### config.mk
export PLATFORM = sky130hd
export DESIGN_NAME = jellyvl_etherneco_synctimer_slave
export DESIGN_NICKNAME = d
export VERILOG_FILES = /design/src/rtl/jellyvl_etherneco_synctimer_slave.sv
export SDC_FILE = /design/constraint.sdc
export NUM_CORES = 1
export LEC_CHECK = 0
export ABC_AREA = 1
export CORE_MARGIN = 3
export CORE_UTILIZATION = 40
export CTS_CLUSTER_SIZE = 25
export DETAILED_ROUTE_END_ITERATION = 8
export GPL_TIMING_DRIVEN = 0
export SETUP_SLACK_MARGIN = 0.4
export SLEW_MARGIN = 20
export SYNTH_ARGS = -nofsm -noshare
export SYNTH_HDL_FRONTEND = slang
export SYNTH_SLANG_ARGS = --single-unit
### constraint.sdc
create_clock -name clk -period 8.5 [get_ports clk]
set_input_delay 1.7 -clock clk [delete_from_list [all_inputs] [get_ports clk]]
set_output_delay 1.7 -clock clk [all_outputs]
set_load 0.01 [all_outputs]
### src/rtl/jellyvl_etherneco_synctimer_slave.sv
// rtl/jellyvl_etherneco_synctimer_slave.sv - Etherneco sync-timer slave node and its local fractional timer
// Optional feature macro: JELLYVL_SYNCTIMER_SLAVE_CORRECT_EN (single-step timer correction)

module jellyvl_synctimer_timer #(
    parameter int TIMER_WIDTH = 64,
    parameter int NUMERATOR   = 10,
    parameter int DENOMINATOR = 3
) (
    input  logic                   clk,
    input  logic                   rst,
    input  logic [TIMER_WIDTH-1:0] set_time,
    input  logic                   set_valid,
    input  logic                   adjust_sign,
    input  logic                   adjust_valid,
    output logic                   adjust_ready,
    output logic [TIMER_WIDTH-1:0] current_time
);
    // Period NUMERATOR/DENOMINATOR is split into an integer step plus a carry
    // from a remainder accumulator, so the timer never drifts.
    localparam int FRAC_WIDTH = $clog2(2 * DENOMINATOR) + 1;
    localparam logic [FRAC_WIDTH-1:0]  FRAC_STEP = FRAC_WIDTH'(NUMERATOR % DENOMINATOR);
    localparam logic [FRAC_WIDTH-1:0]  FRAC_DEN  = FRAC_WIDTH'(DENOMINATOR);
    localparam logic [TIMER_WIDTH-1:0] INT_STEP  = TIMER_WIDTH'(NUMERATOR / DENOMINATOR);
    localparam logic [TIMER_WIDTH-1:0] ONE       = TIMER_WIDTH'(1);

    logic [FRAC_WIDTH-1:0]  frac;
    logic [FRAC_WIDTH-1:0]  frac_sum;
    logic                   carry;
    logic [TIMER_WIDTH-1:0] step;

    assign adjust_ready = ~set_valid;

    always_comb begin
        frac_sum = frac + FRAC_STEP;
        carry    = (frac_sum >= FRAC_DEN);
        step     = INT_STEP + TIMER_WIDTH'(carry);
        if (adjust_valid && adjust_ready) begin
            step = adjust_sign ? (step - ONE) : (step + ONE);
        end
    end

    always_ff @(posedge clk) begin
        if (rst) begin
            current_time <= '0;
            frac         <= '0;
        end else if (set_valid) begin
            current_time <= set_time;
            frac         <= '0;
        end else begin
            current_time <= current_time + step;
            frac         <= carry ? (frac_sum - FRAC_DEN) : frac_sum;
        end
    end
endmodule

module jellyvl_etherneco_synctimer_slave #(
    parameter int TIMER_WIDTH      = 64,
    parameter int NUMERATOR        = 10,
    parameter int DENOMINATOR      = 3,
    parameter int MAX_NODES        = 2,
    parameter int OFFSET_WIDTH     = 24,
    parameter int ADJUST_THRESHOLD = 1
) (
    input  logic                   clk,
    input  logic                   rst,
    output logic [TIMER_WIDTH-1:0] current_time,
    input  logic                   cmd_rx_start,
    input  logic                   cmd_rx_end,
    input  logic                   cmd_rx_error,
    input  logic [7:0]             cmd_rx_node,
    input  logic [15:0]            cmd_payload_pos,
    input  logic [7:0]             cmd_payload_data,
    input  logic                   cmd_payload_valid,
    input  logic                   ret_rx_start,
    input  logic                   ret_rx_end,
    input  logic                   ret_rx_error,
    input  logic [15:0]            ret_payload_pos,
    input  logic [7:0]             ret_payload_data,
    input  logic                   ret_payload_valid,
    output logic [7:0]             ret_replace_data,
    output logic                   ret_replace_valid
);
    typedef enum logic [1:0] {IDLE, CMD_RX, WAIT_RET, RET_RX} state_t;

    state_t                  state;
    state_t                  next_state;
    logic [7:0]              slot;
    logic                    slot_ok;
    logic                    cmd_renew;
    logic                    cmd_correct;
    logic [TIMER_WIDTH-1:0]  rx_time;
    logic [TIMER_WIDTH-1:0]  local_start;
    logic [TIMER_WIDTH-1:0]  elapsed;
    logic [TIMER_WIDTH-1:0]  set_time;
    logic [OFFSET_WIDTH-1:0] rx_offset;
    logic [OFFSET_WIDTH-1:0] turnaround;
    logic [31:0]             turnaround_ext;
    logic                    measured_valid;
    logic                    cmd_good_end;
    logic                    set_valid;
    logic                    adjust_valid;
    logic                    adjust_sign;
    logic                    adjust_ready;
    logic [15:0]             slot_base;
    logic [15:0]             cmd_slot_off;
    logic [15:0]             ret_slot_off;
    logic                    cmd_slot_hit;
    logic                    ret_slot_hit;
    logic                    unused_ret;

    jellyvl_synctimer_timer #(
        .TIMER_WIDTH (TIMER_WIDTH),
        .NUMERATOR   (NUMERATOR),
        .DENOMINATOR (DENOMINATOR)
    ) u_timer (
        .clk          (clk),
        .rst          (rst),
        .set_time     (set_time),
        .set_valid    (set_valid),
        .adjust_sign  (adjust_sign),
        .adjust_valid (adjust_valid),
        .adjust_ready (adjust_ready),
        .current_time (current_time)
    );

    // The return payload is passed through by the ring; only the replace byte is ours.
    assign unused_ret = ^ret_payload_data;

    assign slot_base    = 16'd9 + {6'd0, slot, 2'b00};
    assign cmd_slot_off = cmd_payload_pos - slot_base;
    assign ret_slot_off = ret_payload_pos - slot_base;
    assign cmd_slot_hit = (cmd_payload_pos >= slot_base) && (cmd_slot_off[15:2] == 14'd0);
    assign ret_slot_hit = (ret_payload_pos >= slot_base) && (ret_slot_off[15:2] == 14'd0);

    assign elapsed   = current_time - local_start;
    assign set_time  = rx_time + TIMER_WIDTH'(rx_offset) + elapsed;
    assign set_valid = cmd_good_end & cmd_renew & ~rst;

    always_ff @(posedge clk) begin
        if (rst) begin
            state <= IDLE;
        end else begin
            state <= next_state;
        end
    end

    always_comb begin
        next_state   = state;
        cmd_good_end = 1'b0;
        if (cmd_rx_start) begin
            next_state = CMD_RX;
        end else begin
            case (state)
                CMD_RX: begin
                    if (cmd_rx_end) begin
                        if (cmd_rx_error || !slot_ok) begin
                            next_state = IDLE;
                        end else begin
                            next_state   = WAIT_RET;
                            cmd_good_end = 1'b1;
                        end
                    end
                end
                WAIT_RET: begin
                    if (ret_rx_start) begin
                        next_state = RET_RX;
                    end
                end
                RET_RX: begin
                    if (ret_rx_end || ret_rx_error) begin
                        next_state = IDLE;
                    end
                end
                default: begin
                end
            endcase
        end
    end

    always_ff @(posedge clk) begin
        if (rst) begin
            slot           <= '0;
            slot_ok        <= 1'b0;
            cmd_renew      <= 1'b0;
            cmd_correct    <= 1'b0;
            rx_time        <= '0;
            rx_offset      <= '0;
            local_start    <= '0;
            turnaround     <= '0;
            measured_valid <= 1'b0;
        end else if (cmd_rx_start) begin
            slot           <= cmd_rx_node - 8'd1;
            slot_ok        <= (cmd_rx_node != 8'd0) && (int'(cmd_rx_node) <= MAX_NODES);
            cmd_renew      <= 1'b0;
            cmd_correct    <= 1'b0;
            rx_time        <= '0;
            rx_offset      <= '0;
            local_start    <= current_time;
            turnaround     <= '0;
            measured_valid <= 1'b0;
        end else begin
            if (state == CMD_RX && cmd_payload_valid) begin
                if (cmd_payload_pos == 16'd0) begin
                    cmd_correct <= cmd_payload_data[0];
                    cmd_renew   <= cmd_payload_data[1];
                end
                // Little-endian byte lanes; bits beyond the register width are dropped.
                for (int b = 0; b < TIMER_WIDTH; b++) begin
                    if (cmd_payload_pos == 16'(b / 8 + 1)) begin
                        rx_time[b] <= cmd_payload_data[b % 8];
                    end
                end
                if (cmd_slot_hit) begin
                    for (int b = 0; b < OFFSET_WIDTH; b++) begin
                        if (cmd_slot_off[1:0] == 2'(b / 8)) begin
                            rx_offset[b] <= cmd_payload_data[b % 8];
                        end
                    end
                end
            end
            if (state == WAIT_RET && ret_rx_start) begin
                turnaround     <= elapsed[OFFSET_WIDTH-1:0];
                measured_valid <= 1'b1;
            end
        end
    end

    always_comb begin
        ret_replace_valid = 1'b0;
        ret_replace_data  = 8'd0;
        turnaround_ext    = 32'(turnaround);
        if (ret_payload_valid && state == RET_RX && measured_valid && ret_slot_hit) begin
            ret_replace_valid = 1'b1;
            ret_replace_data  = turnaround_ext[{ret_slot_off[1:0], 3'b000} +: 8];
        end
    end

`ifdef JELLYVL_SYNCTIMER_SLAVE_CORRECT_EN
    logic signed [OFFSET_WIDTH-1:0] err;
    logic        [OFFSET_WIDTH-1:0] err_mag;
    logic                           adjust_start;

    always_comb begin
        err          = signed'(rx_time[OFFSET_WIDTH-1:0] + rx_offset - local_start[OFFSET_WIDTH-1:0]);
        err_mag      = err[OFFSET_WIDTH-1] ? OFFSET_WIDTH'(-err) : OFFSET_WIDTH'(err);
        adjust_start = cmd_good_end && cmd_correct && !cmd_renew
                       && ({1'b0, err_mag} >= (OFFSET_WIDTH + 1)'(ADJUST_THRESHOLD));
    end

    // One correction step per command, held until the timer takes it.
    always_ff @(posedge clk) begin
        if (rst || cmd_rx_start) begin
            adjust_valid <= 1'b0;
            adjust_sign  <= 1'b0;
        end else if (adjust_start) begin
            adjust_valid <= 1'b1;
            adjust_sign  <= err[OFFSET_WIDTH-1];
        end else if (adjust_ready) begin
            adjust_valid <= 1'b0;
        end
    end
`else
    logic unused_adjust;

    assign adjust_valid  = 1'b0;
    assign adjust_sign   = 1'b0;
    assign unused_adjust = adjust_ready ^ cmd_correct;
`endif
endmodule

==> impl_metrics.env <==
export IMPL_cts_repair_resized=0
export IMPL_cts_buffers=34
export IMPL_portBuffers=130
export IMPL_dpl_worst_slack_ps=1670
export IMPL_post_route_min_period_ps=6880
export IMPL_nNetsFinal=4065
export IMPL_cts_root_buf="clkbuf_16"
export IMPL_drv_slew=0
export IMPL_synthCells=3612
export IMPL_slew_headroom=0.226
export IMPL_overflow=0
export IMPL_grt_max_degree=13
export IMPL_synth_area_per_cell_um2=6.30
export IMPL_yosysWarnings=0
export IMPL_skew_ps=33.8
export IMPL_dp_cells=4490
export IMPL_grtUsageTotal=0.306
export IMPL_synth_compound_area_frac=0.186
export IMPL_post_synth_num_cell_types=57
export IMPL_pwr_share_seq=0.230
export IMPL_rows=86
export IMPL_area_delta_synth_final_pct=15.0
export IMPL_design_area_um2=26200
export IMPL_drv_cap=0
export IMPL_leakage_nw=12.4
export IMPL_core_um2=55600
export IMPL_synth_adder_area_share=0.130
export IMPL_status="complete, no violations"
export IMPL_crit_fanout=10
export IMPL_cts_sinks=257
export IMPL_synth_top_area_frac=0.226
export IMPL_die_w_um=244
export IMPL_ys_seq_area_frac=0.226
export IMPL_power_share_clock=0.279
export IMPL_p_sw_frac=0.459
export IMPL_power_mw=5.51
export IMPL_synth_mux_area_frac=0
export IMPL_yosys_area_share_simple=0.294
export IMPL_cts_tree="yes"
export IMPL_end_kind="output pin"
export IMPL_start_util=0.409
export IMPL_cts_path_max_buffers=3
export IMPL_route_detailed_drc=0
export IMPL_rsz0062_at_grt="no"
export IMPL_wire_per_inst_um=20.7
export IMPL_drt_iter0_drc=2616
export IMPL_synthXorXnorAreaFrac=0.0508
export IMPL_p_sw_mw=2.53
export IMPL_antenna_left=0
export IMPL_dr_total_vias=24700
export IMPL_min_path_type="flip-flop to flip-flop"
export IMPL_fin_crit_sh=0.810
export IMPL_placed_area_um2=25000
export IMPL_yosysTopAreaCell="dfxtp_1"
export IMPL_gp_congestion=1.04
export IMPL_netlist_top_cells_area="dfxtp_1 (23%), nand2_1 (12%), ha_1 (11%), inv_1 (10%), nor2_1 (7.5%)"
export IMPL_dp_final_hpwl_um=79400
export IMPL_synth_nets=3899
export IMPL_ys_seq_elements=257
export IMPL_cts_max_level=2
export IMPL_cellPowerDensity_nw_per_um2=211
export IMPL_cp_arrival_ps=5180
export IMPL_vdd_drop_max_uv=143
export IMPL_diodes=0
export IMPL_tns_ps=0
export IMPL_final_core_utilization=0.470
export IMPL_setup_viol=0
export IMPL_cts_hold_buf=0
export IMPL_dieArea_um2=59800
export IMPL_final_cell_mix="nand2_1 (717), inv_1 (603), nor2_1 (456)"
export IMPL_final_cell_count_no_fill=4550
export IMPL_clkLatencyLatePin_ps=570
export IMPL_startpoint_type="input port"
export IMPL_drive_above_1_share=0.0324
export IMPL_whs_ps=470
export IMPL_finalWorstSetupSlack_ps=1620
export IMPL_via_per_inst=5.44
export IMPL_worstPathRequired_ps=6800
export IMPL_cts_clk_slew_worst_paths_ps=60
export IMPL_first_global_vias=22800
export IMPL_die_h_um=244
export IMPL_worst_pin_slew_ps=1150
export IMPL_routed_wl_um=94100
export IMPL_pwr_share_comb=0.491
export IMPL_final_common_cell="nand2_1"
export IMPL_critPathKind="input port to output pin"
export IMPL_synth_top_family_by_area="simple AND/OR/NAND/NOR gates"
export IMPL_p_int_mw=2.98
export IMPL_syn_area_um2=22700
export IMPL_antenna_found_initial=3
export IMPL_fmax_mhz=145
export IMPL_pin_count=139
export IMPL_hold_viol_final=0
export IMPL_post_cts_setup_buffer_count=0
export IMPL_grt_pass1_wl_um=138000
export IMPL_dr_pass1_iters=6
-- per-layer routing --
layer	track usage	wire length (µm)
met3	0.0461	8280
met4	0.0924	3350
met2	0.460	38900
met5	0	0
met1	0.450	43600
-- kinds of logic after synthesis --
kind of cell | count (synthesis)
AO/OA/AOI/OAI | 761
XOR/XNOR | 132
adder cells (fa/ha/maj) | 221
buffers and inverters | 678
flip-flops | 257
AND/OR/NAND/NOR | 1563
-- cells in the mapped netlist (all sizes together) --
library cell,number
o2111ai,2
nand3,182
o21a,12
a31oi,16
nand2,719
o31ai,1
or2,21
a21boi,4
nand4,61
o211ai,20
nor2,469
nor3,52
xnor2,36
and2,8
nor4,30
nor3b,4
or4,1
a32o,3
clkbuf,48
fa,27
xor2,96
o221ai,1
a31o,1
dfxtp,257
a311o,1
buf,15
o21bai,26
ha,194
a22o,4
o22ai,28
a221oi,2
a21o,24
o41ai,1
o21ai,280
inv,607
a21oi,307
and3,3
a211oi,21
o22a,7
clkinv,8
nand3b,13
-- power by group through the flow --
stage / clock [mW] / combinational (mW) / sequential (mW)
6_report: 1.54 / 2.70 / 1.27
4_1_cts: 1.56 / 2.62 / 1.27
3_3_place_gp: 0 / 2.60 / 1.29
5_1_grt: 1.60 / 2.95 / 1.27
3_5_place_dp: 0 / 2.59 / 1.29
2_1_floorplan: 0 / 1.69 / 1.29
-- worst paths after layout --
check | from | end | slack, ps | depth (start not counted)
worst min-delay path | local_start[38] | local_start[38] | 470 | 2
worst max-delay path | ret_payload_pos[0] | ret_replace_data[7] | 1620 | 16
worst min register to register | local_start[38] | local_start[38] | 470 | 2
worst max register to register | u_timer.current_time[7] | u_timer.current_time[50] | 2440 | 20
-- worst max-delay path, stage by stage --
cell             delay, ps
clkdlybuf4s50_1        470
clkbuf_1               370
inv_1                  230
ha_1                   290
inv_1                   70
nand3_1                 60
nand2_1                120
a21oi_1                110
o21ai_0                250
inv_1                  120
o21ai_0                220
xnor2_1                 90
inv_1                   50
nand3_1                260
nor2_1                 210
clkdlybuf4s50_1        580
-- cell type report --
class                      instances  area, µm²
fill                            5968      29500
multi-input combinational       2677      15000
sequential                       257       5140
inverter                         615       2310
timing repair buffer             130       1300
clock buffer                      48       1000
tap                              748        936
buffer                            63        256
clock inverter                    12        170
-- flip-flops by register name (all words and copies together) (netlist names), 2 cells and up --
| signal | cells |
|---|---|
| local_start | 64 |
| rx_offset | 24 |
| rx_time | 64 |
| slot | 8 |
| state | 2 |
| turnaround | 24 |
| u_timer.current_time | 64 |
| u_timer.frac | 4 |
No activity file was read; power rests on OpenSTA's default activity.
